[config.mk]
export PLATFORM = sky130hd
export DESIGN_NAME = regfile_sb
export DESIGN_NICKNAME = d
export VERILOG_FILES = /design/src/rtl/regfile_sb.sv
export SDC_FILE = /design/constraint.sdc
export NUM_CORES = 2
export LEC_CHECK = 0
export BUFFER_PORTS_ARGS = -buffer_cell sky130_fd_sc_hd__buf_2
export CELL_PAD_IN_SITES_DETAIL_PLACEMENT = 1
export CELL_PAD_IN_SITES_GLOBAL_PLACEMENT = 1
export CORE_AREA = 2 2 355 357
export CTS_BUF_LIST = sky130_fd_sc_hd__clkbuf_4
export DETAILED_ROUTE_END_ITERATION = 16
export DIE_AREA = 0 0 357 359
export PLACE_DENSITY = 0.68
export SLEW_MARGIN = 20
export SYNTH_ARGS = -nofsm -noshare
export SYNTH_HDL_FRONTEND = slang
export SYNTH_SLANG_ARGS = --single-unit
[constraint.sdc]
create_clock -name clk -period 36.4 [get_ports clk]
set_input_delay 3.64 -clock clk [delete_from_list [all_inputs] [get_ports clk]]
set_output_delay 3.64 -clock clk [all_outputs]
set_load 0.01 [all_outputs]
[src/rtl/regfile_sb.sv]
// regfile_sb: parametrised integer register file with a per-register busy
// scoreboard for multi-cycle producers (loads, divider).
//
// Ports
//   clk       rising-edge clock
//   reset     asynchronous, active-high; clears all registers and busy bits
//   we/wa/wd  writeback port: regs[wa] <= wd at the edge
//   wclr      with we, clears busy[wa]
//   iss/ia    issue: marks busy[ia] at the next edge
//   flush     clears every busy bit at the next edge (beats issue)
//   ra        packed read addresses, port i at [i*AW +: AW]
//   rd        packed read data, port i at [i*XLEN +: XLEN], combinational
//   rbusy     per-port busy flag for the addressed register
//   any_busy  OR of the busy bits as they stand after the last edge
module regfile_sb #(
   parameter int XLEN     = 32,
   parameter int NREGS    = 32,
   parameter int NREAD    = 2,
   parameter int ZERO_REG = 1,
   parameter int BYPASS   = 1,
   localparam int AW      = $clog2(NREGS)
) (
   input  logic                  clk,
   input  logic                  reset,
   input  logic                  we,
   input  logic [AW-1:0]         wa,
   input  logic [XLEN-1:0]       wd,
   input  logic                  wclr,
   input  logic                  iss,
   input  logic [AW-1:0]         ia,
   input  logic                  flush,
   input  logic [NREAD*AW-1:0]   ra,
   output logic [NREAD*XLEN-1:0] rd,
   output logic [NREAD-1:0]      rbusy,
   output logic                  any_busy
);

   // Flops rather than a RAM: the contents need an asynchronous clear.
   logic [XLEN-1:0]  regs [NREGS];
   logic [NREGS-1:0] busy;
   logic [NREGS-1:0] busy_nxt;
   logic             wr_ok;

   assign wr_ok = we && !((ZERO_REG != 0) && (wa == '0));

   always_ff @(posedge clk or posedge reset) begin
      if (reset) begin
         for (int n = 0; n < NREGS; n++) begin
            regs[n] <= '0;
         end
         busy <= '0;
      end else begin
         if (wr_ok) begin
            regs[wa] <= wd;
         end
         busy <= busy_nxt;
      end
   end

   // Later assignments win: clear < issue < flush. Issue beats a same-cycle
   // clear of the same register because the new producer owns it.
   always_comb begin
      busy_nxt = busy;
      if (we && wclr) begin
         busy_nxt[wa] = 1'b0;
      end
      if (iss) begin
         busy_nxt[ia] = 1'b1;
      end
      if (flush) begin
         busy_nxt = '0;
      end
      if (ZERO_REG != 0) begin
         busy_nxt[0] = 1'b0;
      end
   end

   // Registered view only; a same-cycle issue shows up after the edge.
   assign any_busy = |busy;

   for (genvar i = 0; i < NREAD; i++) begin : g_rd
      logic [AW-1:0] a;
      logic          hit;
      logic          zero;

      assign a    = ra[i*AW +: AW];
      assign hit  = (BYPASS != 0) && we && (wa == a);
      assign zero = (ZERO_REG != 0) && (a == '0);

      assign rd[i*XLEN +: XLEN] = zero ? '0 : (hit ? wd : regs[a]);
      // A value being written back this cycle is forwarded, so the reader
      // need not stall on it.
      assign rbusy[i] = busy[a] & ~(hit & wclr);
   end

endmodule

# Word-level counts from Yosys, hierarchy flattened
# Index checks and enable logic that the tools add are counted.
dict set report op_classes {
  order_cmp 10
  n_eq_ne 2
  muxes 24
  bitwise 12
  n_reduce_logical 12
}
# cell n
set ops {}
lappend ops {{$bwmux 1024} 1}
lappend ops {{$mux 32} 12}
lappend ops {{$bmux 32 s5} 2}
lappend ops {{$demux 32 s5} 1}
lappend ops {{$and 32x32->32} 1}
lappend ops {{$not 32->32} 1}
lappend ops {{$or 32x32->32} 1}
lappend ops {{$reduce_or 31->1} 1}
lappend ops {{$lt 5x6->1 const B} 4}
lappend ops {{$ge 6x6->1 const B} 3}
lappend ops {{$not 5->6} 3}
lappend ops {{$logic_not 5->1} 3}
lappend ops {{$bmux 1 s5} 2}
lappend ops {{$demux 1 s5} 2}
lappend ops {{$eq 5x5->1} 2}
lappend ops {{$ge 5x1->1 const B} 2}
lappend ops {{$logic_and 1x1->1} 7}
lappend ops {{$lt 6x1->1 const B} 1}
lappend ops {{$and 1x1->1} 4}
lappend ops {{$mux 1} 4}
lappend ops {{$not 1->1} 2}
lappend ops {{$logic_not 1->1} 1}
dict set report totals {
  ff_bits 1055
  input_bits 58
}

# Depth between registers and ports, before layout
dict set report logic_depth {
  ltp_word 10
  depth_mapped 9
  ltp_nobuf 5
}

# Worst setup path before layout
# No wires, ideal clock.
dict set report synth_path {
  path_type {input -> output}
  start {input port ra[0]}
  end {output port rbusy[0]}
  arrival_time_ps 5323
  required_ps 32760
  setup_slack_ps 27437
  cell_stages 6
  path_buffers 3
  cell_sequence {clkbuf_1 > buf_2 > buf_2 > mux4_2 > a22o_1 > a221oi_1}
}
dict set report synth_between {
  elab_chain_cells 5
}
# item line
set synth_lines {}
lappend synth_lines {{start: declaration} 32} ;# input logic [NREAD*AW-1:0] ra,
lappend synth_lines {{branches (longest 4 deep; another with $bmux 1 s5)} -}
lappend synth_lines {{$and 1x1->1 *} 93} ;# assign rbusy[i] = busy[a] & ~(hit & wclr);
lappend synth_lines {{end: declaration} 34} ;# output logic [NREAD-1:0] rbusy,
# Mark *: on every way between the ends. The select of a mux whose other input is x is not followed.

# Worst setup path after layout
dict set report layout_path {
  start {input port ra[5]}
  end {output port rd[51]}
}
dict set report layout_between {
  elab_chain_cells 6
}
# item line
set layout_lines {}
lappend layout_lines {{$not 5->6 (not written as such)} 90} ;# assign rd[i*XLEN +: XLEN] = zero ? '0 : (hit ? wd : regs[a]);
lappend layout_lines {{$bmux 32 s5} 90}
lappend layout_lines {{$mux 32 (not written as such) (2 in series)} 90}
lappend layout_lines {{$mux 32} 90}
lappend layout_lines {{$mux 32 *} 90}
lappend layout_lines {{end: declaration} 33} ;# output logic [NREAD*XLEN-1:0] rd,
# Mark *: on every way between the ends. The rest lies on a longest branch, timed or not. The select of a mux whose other input is x is not followed.

==> flow_metrics.tcl <==
set metrics [dict create \
    status "completed" \
    cts-root-buf "clkbuf_4" \
    clockPowerShare_pct 33.0 \
    drc_errors 0 \
    period_share_pct 36.18 \
    synth_top_area_share_pct 46.43 \
    worst_setup_path_startpoint "ra[5]" \
    final_instance_count_excl_fillers 5805 \
    detailedPlacementHpwl_um 103600 \
    tritonroute_pass_1_iters 7 \
    post-layout-total-power_mw 3.331 \
    synth.distinct_cells 55 \
    placement.io_buffers 124 \
    initial_utilization_pct 45.64 \
    fillers 12280 \
    ioPinCount 125 \
    hold_viol_final 0 \
    worst_hold_path_type "register to register" \
    synth_area_leaders "dfrtp_1 (46%), mux2_2 (20%), mux4_2 (19%), mux2i_1 (3.4%), clkbuf_1 (1.4%)" \
    synth_edf_count 0 \
    cts-htree-levels 5 \
    final_core_occ_pct 49.86 \
    switching_share_pct 29.00 \
    track_usage_pct 30.12 \
    power.leakage_nw 27.32 \
    first_global_vias 40740 \
    powerDensity_nw_per_um2 53.62 \
    post-cts-setup-buffer-count 0 \
    vdd_ir_drop_max_mv 0.03034 \
    clock-sinks 1055 \
    ys_async_sr_fraction_pct 100.0 \
    syn_area_um2 56860 \
    worstSetupStartpointType "input port" \
    route.vias.total 38130 \
    max_freq_ghz 0.07593 \
    worstSkewPairLatency_ns 1.21 \
    skew_ns 0 \
    mappedNetlistNets 3921 \
    totalNegativeSetupSlack_ns 0 \
    synth_commonest_cells "dfrtp_1 (1055), mux2_2 (1027), mux4_2 (470), clkbuf_1 (214), mux2i_1 (191)" \
    grt_antenna_before_repair 12 \
    cts_buffer_depth 4 \
    core.rowCount 130 \
    wirelength_um 191200 \
    top_ff_cell_synth "dfrtp_1" \
    fin_crit_ns 13.17 \
    viasPerCell 6.569 \
    rsz0062_at_grt "false" \
    finalSetupViolCount 0 \
    required_ns 32.76 \
    cp_data_arrival_time_ns 9.53 \
    slew_viol_final 0 \
    worst_setup_path_end_kind "output port" \
    grt_first_pass_wirelength_um 282400 \
    final-seq-area_um2 26400 \
    number_of_clock_buffers_inserted_by_tritoncts 314 \
    power_internal_mw 2.365 \
    postCtsResizedCells 0 \
    power_frac_comb_pct 20.4 \
    die_height_um 359 \
    maximum_number_of_pins_on_one_net_before_global_route_repair 176 \
    clock_tree_from_tritoncts "yes" \
    gpl.final_weighted_congestion 0.7896 \
    avgRoutedWirePerCell_um 32.93 \
    max_slew.worst_pin.slew_ns 1.070 \
    drv.max_cap_violation_count 0 \
    synthToLayoutAreaGrowth_pct 9.241 \
    reg2reg_from "regs[980]" \
    grt.overflow.total 0 \
    synth-seq-cells 1055 \
    num-nets-final 4012 \
    hold_path_startpoint "regs[1010]" \
    count_of_mapped_cells_out_of_synthesis 3863 \
    detail_route.iter0.violations 3374 \
    synth_top_area_cell "dfrtp_1" \
    seq_power_share_pct 46.5 \
    die_w_um 357 \
    setup.worst_path.class "input port to output port" \
    crit_path_max_fanout 74 \
    p_sw_mw 0.9660 \
    multiInputGateArea_um2 28580 \
    cts_hold_buf 0 \
    synth_warnings 0 \
    drt.antenna.violating_nets 0 \
    design.core.area_um2 124600 \
    post_route_cells_drive_above_1_share_pct 53.92 \
    die_area_um2 128200 \
    sequential_element_share_of_the_synthesized_area_pct 46.43 \
    yosysMostFrequentCell "dfrtp_1" \
    relSlewSlack_pct 28.66 \
    dpl_cells 5287 \
    syn_area_per_cell_um2 14.72 \
    path_clk_slew_ns 0.06 \
]
-- critical path, cell delays in order --
cell,delay (ns)
buf_8,0.61
buf_4,0.82
buf_4,0.83
buf_4,0.80
buf_4,0.77
mux4_2,0.59
mux2i_1,0.16
a2111oi_0,0.12
nor4b_1,0.66
nor2_1,0.10
buf_2,0.17
-- power groups by stage --
stage / combinational, mW / clock, mW / sequential [mW]
5_1_grt: 0.730 / 1.19 / 1.58
4_1_cts: 0.684 / 1.13 / 1.54
3_3_place_gp: 0.664 / 0 / 1.55
2_1_floorplan: 0.545 / 0 / 1.51
3_5_place_dp: 0.683 / 0 / 1.56
6_report: 0.681 / 1.10 / 1.55
-- flip-flops by register name, indices dropped and copies added, names as in the netlist --
register	flops
busy	31
regs	1024
-- through the flow --
step	hold WS, ns	cell area [um^2]	worst slack [ns]
detailed placement	0.3833	58420	23.16
global route	0.4121	62120	22.73
CTS	0.3980	62070	23.16
floorplan	0.4413	56860	3.065
global placement	0.3764	58420	23.13
finish	0.3958	62120	23.23
-- cell type report --
cell class	instances	area share, %
diodes	8	0.03223
clock buffers	456	5.511
repair buffers	211	2.206
flip-flops and latches	1055	42.50
multi-input cells	2367	46.01
inverters	5	0.04230
clock inverters	53	0.3746
well taps	1650	3.323
-- cells in the final DEF, fill, tap and decap left out, types with 7 or more instances in the layout --
master     count
a22oi_1       74
a221oi_1      25
buf_4         86
nand2_1       61
buf_2        117
a211oi_1      10
nand2_2        9
a2111oi_0      8
nand2_4        9
a32o_1        32
a22o_1        11
clkinv_1      44
and3_1        10
xor2_1         8
dfrtp_1     1055
diode_2        8
a21oi_1       66
nor2_4        17
nor4_1         9
o21ai_0       55
nor2_1        63
mux2_2      1027
mux4_2       470
nor3b_1       12
nor3_1        10
clkbuf_4     456
nor4b_1       12
mux2i_1      191
o221ai_1       7
o2bb2ai_1      7
o22ai_1       84
-- path summary, 6_finish.rpt --
kind | slack (ns) | endpoint | cells past startpoint
worst min-delay path | 0.40 | regs[1010] | 0
worst max-delay path | 23.23 | rd[51] | 11
max in group asynchronous | 29.97 | regs[335] | 6
worst min register to register | 0.40 | regs[1010] | 0
worst max register to register | 35.59 | regs[980] | 1
min in group asynchronous | 2.62 | regs[898] | 2
-- cell families after synthesis --
family                 count (synthesis)  synth area share [%]
AO/OA/AOI/OAI                        402                 4.966
XOR/XNOR                              10                0.1540
buffers and inverters                441                 3.796
multiplexers                        1688                 42.31
AND/OR/NAND/NOR                      267                 2.343
flip-flops                          1055                 46.43
-- per-layer routing --
| layer | vias up | track usage, % | part of all wire, % |
|---|---|---|---|
| li1 | 15330 | - | - |
| met4 | 4 | 12.52 | 3.9 |
| met5 | - | 0 | 0.037 |
| met2 | 1541 | 46.39 | 47 |
| met1 | 20800 | 41.80 | 42 |
| met3 | 457 | 5.964 | 6.9 |
(Power assumes the default switching activity.)
